$ cat config.mk
export PLATFORM = sky130hd
export DESIGN_NAME = branch_history_table_flat
export DESIGN_NICKNAME = d
export VERILOG_FILES = /design/src/rtl/branch_history_table_if.sv /design/src/rtl/branch_history_table.sv /design/src/flat_wrapper.sv
export SDC_FILE = /design/constraint.sdc
export NUM_CORES = 1
export LEC_CHECK = 0
export ABC_AREA = 1
export BUFFER_PORTS_ARGS = -buffer_cell sky130_fd_sc_hd__buf_2
export CORE_MARGIN = 2
export CORE_UTILIZATION = 50
export CTS_CLUSTER_DIAMETER = 200
export DETAILED_ROUTE_END_ITERATION = 16
export HOLD_SLACK_MARGIN = 0.1
export PLACE_DENSITY = 0.7
export SYNTH_ARGS = -nofsm -noshare
export SYNTH_HDL_FRONTEND = slang
export SYNTH_SLANG_ARGS = --single-unit
$ cat constraint.sdc
create_clock -name clk -period 2.4 [get_ports clk]
set_input_delay 0.6 -clock clk [delete_from_list [all_inputs] [get_ports clk]]
set_output_delay 0.6 -clock clk [all_outputs]
set_load 0.03 [all_outputs]
$ cat src/rtl/branch_history_table_if.sv
`default_nettype none
// ============================================================================
//  Module   : branch_history_table_if
//  Purpose  : Bundles the fetch-side prediction lookup and the execute-side
//             branch resolution / misprediction signals of the branch
//             history table into a single connection.
//  Revision : 1.0 - initial release
// ============================================================================
interface branch_history_table_if #(
    parameter int PC_W  = 32,
    parameter int CNT_W = 16
);
    logic [PC_W-1:0]  fetch_pc;
    logic             predict_taken;
    logic             busy;
    logic             resolve_valid;
    logic [PC_W-1:0]  resolve_pc;
    logic             resolve_pred;
    logic             actual_outcome;
    logic [PC_W-1:0]  resolve_target;
    logic             mispredict;
    logic [PC_W-1:0]  redirect_pc;
    logic [CNT_W-1:0] mispredict_cnt;

    // Fetch / execute side: drives lookups and resolutions
    modport master (
        output fetch_pc, resolve_valid, resolve_pc, resolve_pred,
               actual_outcome, resolve_target,
        input  predict_taken, busy, mispredict, redirect_pc, mispredict_cnt
    );

    // Predictor side
    modport slave (
        input  fetch_pc, resolve_valid, resolve_pc, resolve_pred,
               actual_outcome, resolve_target,
        output predict_taken, busy, mispredict, redirect_pc, mispredict_cnt
    );
endinterface
`default_nettype wire

$ cat src/rtl/branch_history_table.sv
`default_nettype none
// ============================================================================
//  Module   : branch_history_table
//  Purpose  : Table of 2-bit saturating counters indexed by word PC. Gives a
//             combinational taken/not-taken prediction to fetch, trains on
//             resolved branches and raises a registered one-cycle mispredict
//             pulse carrying the corrected redirect PC.
//  Revision : 1.0 - initial release
// ============================================================================
module branch_history_table #(
    parameter int IDX_W = 6,
    parameter int PC_W  = 32,
    parameter int CNT_W = 16
) (
    input  wire logic               clk,
    input  wire logic               rst_n,
    branch_history_table_if.slave   bus
);
    localparam int ENTRIES = 2**IDX_W;

    localparam logic [0:0] ST_INIT = 1'b0;
    localparam logic [0:0] ST_RUN  = 1'b1;

    localparam logic [1:0]      WEAK_NT  = 2'b01;
    localparam logic [IDX_W-1:0] LAST_IDX = {IDX_W{1'b1}};
    localparam logic [PC_W-1:0]  PC_STEP  = {{(PC_W-3){1'b0}}, 3'b100};

    logic [0:0]       state_q, state_d;
    logic [IDX_W-1:0] init_ptr_q, init_ptr_d;
    logic [1:0]       table_q [ENTRIES];
    logic [1:0]       table_d [ENTRIES];
    logic             mispredict_q, mispredict_d;
    logic [PC_W-1:0]  redirect_pc_q, redirect_pc_d;
    logic [CNT_W-1:0] mispredict_cnt_q, mispredict_cnt_d;

    logic [IDX_W-1:0] fetch_idx;
    logic [IDX_W-1:0] resolve_idx;
    logic [1:0]       resolve_cnt;

    // PCs are word aligned, so the two low bits never take part in indexing
    assign fetch_idx   = bus.fetch_pc[IDX_W+1:2];
    assign resolve_idx = bus.resolve_pc[IDX_W+1:2];

    logic unused_pc_bits;
    assign unused_pc_bits = ^{bus.fetch_pc[PC_W-1:IDX_W+2], bus.fetch_pc[1:0],
                              bus.resolve_pc[PC_W-1:IDX_W+2], bus.resolve_pc[1:0]};

    // State register and control/result flops, cleared asynchronously
    always_ff @(posedge clk or negedge rst_n) begin
        if (!rst_n) begin
            state_q          <= ST_INIT;
            init_ptr_q       <= '0;
            mispredict_q     <= 1'b0;
            redirect_pc_q    <= '0;
            mispredict_cnt_q <= '0;
        end else begin
            state_q          <= state_d;
            init_ptr_q       <= init_ptr_d;
            mispredict_q     <= mispredict_d;
            redirect_pc_q    <= redirect_pc_d;
            mispredict_cnt_q <= mispredict_cnt_d;
        end
    end

    // Counter table storage; contents are defined by the INIT sweep, not reset
    always_ff @(posedge clk) begin
        table_q <= table_d;
    end

    // Next state: sweep every entry once, then run forever
    always_comb begin
        state_d    = state_q;
        init_ptr_d = init_ptr_q;
        case (state_q)
            ST_INIT: begin
                init_ptr_d = init_ptr_q + 1'b1;
                if (init_ptr_q == LAST_IDX) begin
                    state_d = ST_RUN;
                end
            end
            default: begin
                state_d = ST_RUN;
            end
        endcase
    end

    // Table write: initialise during INIT, saturating train during RUN
    always_comb begin
        table_d     = table_q;
        resolve_cnt = table_q[resolve_idx];
        if (state_q == ST_INIT) begin
            table_d[init_ptr_q] = WEAK_NT;
        end else if (bus.resolve_valid) begin
            if (bus.actual_outcome) begin
                table_d[resolve_idx] = (resolve_cnt == 2'b11) ? resolve_cnt : resolve_cnt + 2'b01;
            end else begin
                table_d[resolve_idx] = (resolve_cnt == 2'b00) ? resolve_cnt : resolve_cnt - 2'b01;
            end
        end
    end

    // Mispredict detection, redirect target and saturating event count
    always_comb begin
        mispredict_d     = bus.resolve_valid && (state_q == ST_RUN) &&
                           (bus.resolve_pred != bus.actual_outcome);
        redirect_pc_d    = redirect_pc_q;
        mispredict_cnt_d = mispredict_cnt_q;
        if (mispredict_d) begin
            redirect_pc_d = bus.actual_outcome ? bus.resolve_target : bus.resolve_pc + PC_STEP;
            if (mispredict_cnt_q != {CNT_W{1'b1}}) begin
                mispredict_cnt_d = mispredict_cnt_q + 1'b1;
            end
        end
    end

    // Outputs: prediction reads the stored counter directly (no bypass)
    always_comb begin
        bus.busy           = (state_q == ST_INIT);
        bus.predict_taken  = (state_q == ST_RUN) ? table_q[fetch_idx][1] : 1'b0;
        bus.mispredict     = mispredict_q;
        bus.redirect_pc    = redirect_pc_q;
        bus.mispredict_cnt = mispredict_cnt_q;
    end
endmodule
`default_nettype wire
$ cat src/flat_wrapper.sv
// flat-port wrapper written by rule: the top's interface ports become plain ports
module branch_history_table_flat 
#(
    parameter int IDX_W = 6,
    parameter int PC_W  = 32,
    parameter int CNT_W = 16
)
  (clk, rst_n, bus_fetch_pc, bus_resolve_valid, bus_resolve_pc, bus_resolve_pred, bus_actual_outcome, bus_resolve_target, bus_predict_taken, bus_busy, bus_mispredict, bus_redirect_pc, bus_mispredict_cnt);
  branch_history_table_if #(.PC_W(PC_W), .CNT_W(CNT_W)) bus_i ();
  input  wire logic clk;
  input  wire logic rst_n;
  input wire logic [$bits(bus_i.fetch_pc)-1:0] bus_fetch_pc;
  input wire logic [$bits(bus_i.resolve_valid)-1:0] bus_resolve_valid;
  input wire logic [$bits(bus_i.resolve_pc)-1:0] bus_resolve_pc;
  input wire logic [$bits(bus_i.resolve_pred)-1:0] bus_resolve_pred;
  input wire logic [$bits(bus_i.actual_outcome)-1:0] bus_actual_outcome;
  input wire logic [$bits(bus_i.resolve_target)-1:0] bus_resolve_target;
  output wire logic [$bits(bus_i.predict_taken)-1:0] bus_predict_taken;
  output wire logic [$bits(bus_i.busy)-1:0] bus_busy;
  output wire logic [$bits(bus_i.mispredict)-1:0] bus_mispredict;
  output wire logic [$bits(bus_i.redirect_pc)-1:0] bus_redirect_pc;
  output wire logic [$bits(bus_i.mispredict_cnt)-1:0] bus_mispredict_cnt;
  assign bus_i.fetch_pc = bus_fetch_pc;
  assign bus_i.resolve_valid = bus_resolve_valid;
  assign bus_i.resolve_pc = bus_resolve_pc;
  assign bus_i.resolve_pred = bus_resolve_pred;
  assign bus_i.actual_outcome = bus_actual_outcome;
  assign bus_i.resolve_target = bus_resolve_target;
  assign bus_predict_taken = bus_i.predict_taken;
  assign bus_busy = bus_i.busy;
  assign bus_mispredict = bus_i.mispredict;
  assign bus_redirect_pc = bus_i.redirect_pc;
  assign bus_mispredict_cnt = bus_i.mispredict_cnt;
  branch_history_table #(.IDX_W(IDX_W), .PC_W(PC_W), .CNT_W(CNT_W)) u_core (.clk(clk), .rst_n(rst_n), .bus(bus_i));
endmodule
==> results.json, run 1 <==
{
  "fin_nets": 2165,
  "grt_max_degree": 114,
  "final_cell_mix": "nand2_1, nor2_1, o21ai_0",
  "core.rowCount": 58,
  "placed_cells": 2367,
  "yosys_most_used_dff": "edfxtp_1",
  "grt_pass1_vias": 12740,
  "hold_buffers": 0,
  "synth_top_cell_area_share_pct": 30.19,
  "yosys.area.top_type": "edfxtp_1",
  "die_x_um": 163.6,
  "yosysSeqAreaShare_pct": 41.19,
  "worst_setup_path_end_kind": "output port",
  "cts_made_buffers": 17,
  "tritoncts": "yes",
  "area_delta_synth_final_pct": 19.43,
  "relSlewSlack_pct": 45.50,
  "crit_required_ps": 1800,
  "p_leak_nw": 6.736,
  "violations": "negative setup slack",
  "layout_commonest_cell": "nand2_1",
  "clock_sinks": 184,
  "routed_via_density": 5.710,
  "criticalPathCategory": "primary input to output port",
  "ys_warn_count": 0,
  "drt_iter0_markers": 1826,
  "core_area_um2": 25110,
  "fin_setup_tns_ps": -78.74,
  "die_h_um": 163.6,
  "first_pass_iters": 6,
  "ir_worst_vdd_v": 0.0004414,
  "seq_power_share_pct": 44.8,
  "setup_ws_ps": -78.74,
  "cts.clk_slew.worst_paths_ps": 80,
  "fmax_mhz": 403.4,
  "drive_gt1_share_pct": 16.10,
  "timing.rr.end": "u_core.table_q[113]",
  "cap_violations": 0,
  "synth_edf_count": 128,
  "intPower_mw": 5.238,
  "crit_arrival_ps": 1880,
  "gp_congestion": 0.9223,
  "h-tree-depth": 4,
  "finalSetupViolCount": 1,
  "worstHoldPathType": "primary input to async pin",
  "post_drt_wl_per_cell_um": 18.28,
  "syn_nets": 2001,
  "ys_ff_latch": 184,
  "path_max_fanout": 7,
  "status": "finished with violations",
  "start_util_pct": 50.71,
  "power_density_nw_per_um2": 500.8,
  "r2r_slack_ps": 230,
  "clk_latency_ps": 450,
  "cts_root_buf": "clkbuf_16",
  "ys_top_cells_by_area": "edfxtp_1, nand2_1, dfrtp_1",
  "wl_um": 43940,
  "via_count": 13730,
  "portBuffers": 125,
  "grt_antenna_before_repair": 0,
  "fill_cells": 2358,
  "period_share_pct": 103.3,
  "overflow": 0,
  "avgSynthCellArea_um2": 6.712,
  "layout_min_cycle_time_ps": 2479,
  "rsz0062_at_grt": "yes",
  "hpwl_um": 29650,
  "async_flop_share_pct": 30.43,
  "drc_errors": 0,
  "swShare_pct": 31.21,
  "ys_types": 38,
  "timing.rr.start": "u_core.table_q[91]",
  "cp-start-kind": "primary input",
  "ant_nets": 0,
  "maxSlewViolCount": 0,
  "final_cells": 2404,
  "die-area_um2": 26760,
  "finalHoldViolCount": 0,
  "worstMarginPinSlew_ps": 817.4,
  "reg2reg_depth": 12,
  "cts_buffer_depth": 2,
  "power.total_mw": 7.615,
  "comb_power_share_pct": 16.0,
  "fin_worst_skew_ps": 18.92,
  "syn_area_um2": 12730,
  "grt_util_all_layers_pct": 32.38,
  "switchingPower_mw": 2.377,
  "clkPwrFrac_pct": 39.3,
  "antenna_cells": 0,
  "grt_first_pass_wirelength_um": 67560,
  "synthCells": 1897,
  "io_pins": 152
}
## cell type report
class | count | area [um2] | area share, %
Tap cell | 330 | 412.9 | 2.715
Timing Repair Buffer | 260 | 1853 | 12.19
Clock inverter | 15 | 196.4 | 1.292
Inverter | 102 | 400.4 | 2.633
Sequential cell | 184 | 5246 | 34.50
Multi-Input combinational cell | 1496 | 6671 | 43.87
Clock buffer | 17 | 425.4 | 2.798
## cell families (layout without fill, tap and decap cells)
group / Yosys count / after routing / synth area share (%)
XOR/XNOR: 29 / 29 / 1.995
AND/OR/NAND/NOR: 1179 / 1179 / 37.22
AO/OA/AOI/OAI: 285 / 285 / 12.16
adder cells (fa/ha/maj): 3 / 3 / 0.2948
flip-flops: 184 / 184 / 41.19
buffers and inverters: 217 / 394 / 7.134
## worst max-delay path by stage
| stage | from | depth (start not counted) | end | slack [ps] |
|---|---|---|---|---|
| 2_1_floorplan | bus_fetch_pc[2] | 11 | bus_predict_taken | 30 |
| 4_1_cts | bus_fetch_pc[2] | 13 | bus_predict_taken | -60 |
| 5_1_grt | u_core.table_q[99] | 7 | bus_predict_taken | -120 |
| 6_report | bus_fetch_pc[3] | 10 | bus_predict_taken | -80 |
| 3_3_place_gp | bus_resolve_pc[2] | 19 | u_core.table_q[61] | -290 |
| 3_5_place_dp | bus_resolve_pc[2] | 13 | u_core.table_q[98] | -330 |
## power groups by stage
stage / clock network [mW] / logic, mW / registers [mW]
global placement: 0 / 1.09 / 3.48
global route: 3.13 / 1.29 / 3.41
detailed placement: 0 / 1.10 / 3.48
CTS: 3.01 / 1.13 / 3.41
floorplan: 0 / 0.544 / 3.55
finish: 2.99 / 1.22 / 3.41
## state kept, by name, indices dropped and copies added, names as in the netlist
signal                     cells
u_core.init_ptr_q              6
u_core.table_q               128
u_core.state_q                 1
u_core.bus.mispredict          1
u_core.bus.mispredict_cnt     16
u_core.bus.redirect_pc        32
## repair_timing
action,4_1_cts,5_1_grt
setup endpoints to repair,1,130
resized for setup,27,25
gates cloned,1,2
pin swaps,15,8
buffers inserted,1,1
## synthesized netlist by cell type, types with 2 or more instances
cell type,n
ha_1,3
o211ai_1,32
a31oi_1,4
xor2_1,22
nand2_1,741
buf_2,24
clkinv_1,9
o21ai_0,190
nand3b_1,14
nor2_1,253
o21ai_1,7
nand2_2,2
nor4_1,4
nand4_1,9
or3_1,2
buf_1,7
inv_2,4
nor3_1,27
nor2_2,2
nand3_1,112
inv_1,89
edfxtp_1,128
a21oi_1,40
clkbuf_1,68
o221ai_1,5
buf_4,15
dfrtp_1,56
xnor2_1,7
o31ai_1,2
o21a_1,5
or2_2,7
## per-stage QoR
step	instance area, um2	utilization (%)	hold slack [ps]	setup WS, ps
after floorplan	12750	-	304.4	25.39
after global placement	14340	57.13	460.7	-290.6
after detailed placement	14340	57.13	462.0	-326.1
after CTS	15090	60.11	240.4	-63.37
after global routing	15210	60.56	277.4	-116.5
final	15210	60.56	222.0	-78.74
## metal layers
metal | track usage [%] | share of wire (%)
met3 | 6.272 | 10
met5 | 0 | 0
met4 | 13.48 | 3.8
met2 | 51.53 | 45
met1 | 43.32 | 41
## critical path, stage by stage
cell and delay [ps]:
buf_6 120, inv_2 60, buf_6 130, o21ai_1 90, o221ai_2 200, nand3_1 140, nand3_1 120, nand3_2 110
a21oi_4 170, buf_6 140
No activity file was read; power rests on OpenSTA's default activity.
==> inputs of run 2 (changes only) <==
SKIP_CTS_REPAIR_TIMING = 1   (was default)
==> results.json, run 2 (synthesis gave the netlist of run 1 again) <==
{
  "overflow": 0,
  "layout_min_cycle_time_ps": 2523,
  "p_leak_nw": 6.753,
  "clock_sinks": 184,
  "violations": "negative setup slack",
  "path_cells": "buf_12 > inv_8 > buf_12 > o21ai_1 > o221ai_1 > nand3_1 > nand3_1 > nand3_2 > a21oi_4 > buf_6",
  "drt_iter0_markers": 1794,
  "final_cell_mix": "nand2_1, nor2_1, o21ai_0",
  "finalSetupViolCount": 1,
  "portBuffers": 125,
  "cp-start-kind": "primary input",
  "cp_slowest_cell": "o221ai_1",
  "core_area_um2": 25110,
  "worstMarginPinSlew_ps": 821.4,
  "fmax_mhz": 396.4,
  "gp_congestion": 0.9223,
  "tritoncts": "yes",
  "die-area_um2": 26760,
  "area.sequential_um2": 5246,
  "ir_worst_vdd_v": 0.0004486,
  "path_max_fanout": 5,
  "setup_ws_ps": -123.0,
  "finalHoldViolCount": 0,
  "crit_required_ps": 1800,
  "clk_latency_ps": 460,
  "cts.clk_slew.worst_paths_ps": 80,
  "grt_max_degree": 114,
  "post_drt_wl_per_cell_um": 18.52,
  "h-tree-depth": 4,
  "holdWs_ps": 220.6,
  "cts_made_buffers": 17,
  "drc_errors": 0,
  "fin_worst_skew_ps": 18.02,
  "grt_antenna_before_repair": 0,
  "layout_commonest_cell": "nand2_1",
  "max_stage_delay_ps": 250,
  "seq_power_share_pct": 44.7,
  "intPower_mw": 5.244,
  "fin_setup_tns_ps": -123.0,
  "die_x_um": 163.6,
  "area_delta_synth_final_pct": 19.60,
  "die_h_um": 163.6,
  "grt_util_all_layers_pct": 32.10,
  "start_util_pct": 50.71,
  "fin_nets": 2167,
  "fill_cells": 2356,
  "largest_register_ffs": 128,
  "switchingPower_mw": 2.388,
  "grt_first_pass_wirelength_um": 66920,
  "io_pins": 152,
  "relSlewSlack_pct": 45.24,
  "via_count": 13810,
  "status": "finished with violations",
  "cap_violations": 0,
  "core.rowCount": 58,
  "r2r_slack_ps": 220,
  "first_pass_iters": 8,
  "ant_nets": 0,
  "maxSlewViolCount": 0,
  "crit_arrival_ps": 1920,
  "cts_buffer_depth": 2,
  "cts_root_buf": "clkbuf_16",
  "swShare_pct": 31.29,
  "hpwl_um": 29650,
  "grt_pass1_vias": 12660,
  "multiInputGateArea_um2": 6651,
  "criticalPathCategory": "primary input to output port",
  "wl_um": 44570,
  "routed_via_density": 5.741,
  "power_density_nw_per_um2": 501.2,
  "rsz0062_at_grt": "yes",
  "worstHoldPathType": "primary input to async pin",
  "comb_power_share_pct": 16.1,
  "drive_gt1_share_pct": 15.94,
  "regMostFlops": "u_core.table_q",
  "antenna_cells": 0,
  "period_share_pct": 105.1,
  "clkPwrFrac_pct": 39.2,
  "worst_setup_path_end_kind": "output port"
}
-- run 2: power groups by stage --
stage                     clock network, mW  registers [mW]  logic (mW)
after floorplan                           0            3.55       0.544
after global placement                    0            3.48        1.09
after detailed placement                  0            3.48        1.10
after CTS                              3.01            3.41        1.10
after global routing                   3.13            3.41        1.29
final                                  2.99            3.41        1.23
-- run 2: per-stage QoR --
step	setup slack, ps	instances	power (mW)	util [%]	area (um2)
floorplan	25.39	1897	4.092	-	12750
global placement	-290.6	2367	4.567	57.13	14340
detailed placement	-326.1	2367	4.576	57.13	14340
CTS	-282.7	2399	7.518	59.60	14970
global route	-111.0	2406	7.836	60.64	15230
finish	-123.0	2406	7.632	60.64	15230
-- run 2: critical path, delay by kind of cell --
kind	cells	cell delay [ps]
compound gates	3	460
buf+inv	4	480
simple gates	3	380
-- run 2: routing by layer --
layer,vias to the layer above,part of all wire [%],track usage (%)
met5,-,0,0
met1,6301,40,43.11
met3,135,11,6.094
li1,6527,-,-
met2,849,45,51.38
met4,0,3.8,12.52
-- run 2: final timing paths --
| check | start | endpoint | cells after the start |
|---|---|---|---|
| worst max-delay path | bus_fetch_pc[2] | bus_predict_taken | 10 |
| worst min-delay path | rst_n | u_core.bus.redirect_pc[15] | 1 |
| worst max register to register | u_core.table_q[91] | u_core.table_q[113] | 12 |
| worst min register to register | u_core.bus.redirect_pc[25] | u_core.bus.redirect_pc[25] | 2 |
| max in group asynchronous | rst_n | u_core.bus.redirect_pc[0] | 2 |
| min in group clk | bus_resolve_target[31] | u_core.bus.redirect_pc[31] | 3 |
-- run 2: final cells by class --
class,count,share of cell area [%]
repair buffers,262,12.47
multi-input cells,1496,43.68
flip-flops and latches,184,34.45
inverters,102,2.597
clock inverters,15,1.290
clock buffers,17,2.794
well taps,330,2.712
==> inputs of run 3 (changes only) <==
SETUP_SLACK_MARGIN = 0.2   (was default)
==> results.json, run 3 (synthesis gave the netlist of run 1 again) <==
{
  "status": "finished with violations",
  "violations": "negative setup slack",
  "tritoncts": "yes",
  "regMostFlops": "u_core.table_q",
  "cts.clk_slew.worst_paths_ps": 80,
  "die_h_um": 163.6,
  "wl_um": 49040,
  "overflow": 0,
  "clk_latency_ps": 460,
  "hpwl_um": 29270,
  "r2r_slack_ps": 80,
  "area.sequential_um2": 5246,
  "final_area_um2": 16750,
  "finalHoldViolCount": 0,
  "grt_antenna_before_repair": 1,
  "max_stage_delay_ps": 300,
  "cap_violations": 0,
  "die_x_um": 163.6,
  "gp_congestion": 0.9434,
  "fill_cells": 2135,
  "layout_commonest_cell": "nand2_1",
  "path_cells": "buf_4 > buf_6 > o21ai_0 > o221ai_1 > nand3_1 > nand3_1 > nand3_2 > a21oi_4 > buf_6",
  "grt_first_pass_wirelength_um": 67440,
  "first_pass_iters": 6,
  "relSlewSlack_pct": 47.74,
  "power_density_nw_per_um2": 491.0,
  "fmax_mhz": 385.8,
  "core.rowCount": 58,
  "clock_sinks": 184,
  "power.total_mw": 8.226,
  "criticalPathCategory": "primary input to output port",
  "period_share_pct": 108.0,
  "crit_required_ps": 1800,
  "p_leak_nw": 7.462,
  "worst_setup_path_end_kind": "output port",
  "setup_ws_ps": -191.9,
  "final_cell_mix": "nand2_1, nor2_1, o21ai_0",
  "core_area_um2": 25110,
  "cp-start-kind": "primary input",
  "worstMarginPinSlew_ps": 784.0,
  "grt_util_all_layers_pct": 32.24,
  "worstHoldPathType": "primary input to async pin",
  "placed_area_um2": 14360,
  "via_count": 14590,
  "drc_errors": 0,
  "antenna_cells": 0,
  "finalSetupViolCount": 1,
  "area_delta_synth_final_pct": 31.57,
  "post_drt_wl_per_cell_um": 20.27,
  "path_max_fanout": 12,
  "fin_worst_skew_ps": 16.25,
  "drt_iter0_markers": 1966,
  "grt_max_degree": 131,
  "h-tree-depth": 4,
  "start_util_pct": 50.71,
  "holdWs_ps": 129.0,
  "grt_pass1_vias": 12770,
  "crit_arrival_ps": 1990,
  "worst-path-buf-inv": 3,
  "io_pins": 152,
  "multiInputGateArea_um2": 7557,
  "ir_worst_vdd_v": 0.0004264,
  "cp_top_family": "compound AO/OA/AOI/OAI gates",
  "largest_register_ffs": 128,
  "cp_slowest_cell": "o221ai_1",
  "routed_via_density": 6.033,
  "layout_min_cycle_time_ps": 2592,
  "rsz0062_at_grt": "yes",
  "portBuffers": 125,
  "cts_buffer_depth": 2,
  "final_util_pct": 66.72,
  "maxSlewViolCount": 0,
  "ant_nets": 0,
  "fin_nets": 2180,
  "pre_cts_ws_ps": -321.2,
  "drive_gt1_share_pct": 24.94,
  "die-area_um2": 26760,
  "cts_made_buffers": 17,
  "cts_root_buf": "clkbuf_16"
}
run 3: area by class of cell:
type | instances | share of cell area [%]
Multi-Input combinational cell | 1498 | 45.11
Sequential cell | 184 | 31.32
Timing Repair Buffer | 272 | 14.84
Clock buffer | 17 | 2.539
Inverter | 102 | 2.472
Tap cell | 330 | 2.465
Clock inverter | 15 | 1.202
Timing Repair inverter | 1 | 0.05228
run 3: final timing paths:
check                                            from                    endpoint  cells past startpoint
setup / recovery                      bus_fetch_pc[3]           bus_predict_taken                      9
hold / removal                                  rst_n  u_core.bus.redirect_pc[15]                      2
setup reg to reg                   u_core.table_q[91]         u_core.table_q[113]                     13
hold reg to reg            u_core.bus.redirect_pc[14]  u_core.bus.redirect_pc[14]                      2
max in group asynchronous                       rst_n              u_core.state_q                      2
min in group clk               bus_resolve_target[29]  u_core.bus.redirect_pc[29]                      3
run 3: metal layers:
layer,GRT usage [%],vias to the layer above,share of wire (%)
li1,-,6572,-
met1,43.48,6627,37
met2,51.44,1124,44
met3,6.856,269,13
met4,11.44,2,5.8
met5,0,-,0.022
run 3: report_power, final:
group / switching, mW / internal (mW)
combinational: 1.12 / 0.687
clock: 1.57 / 1.45
sequential: 0.0185 / 3.39
run 3: stage by stage:
step	TNS, ps	instances
floorplan	0	1897
global placement	-33390	2349
detailed placement	-36350	2349
CTS	-323.6	2381
global route	-222.1	2419
finish	-191.9	2419
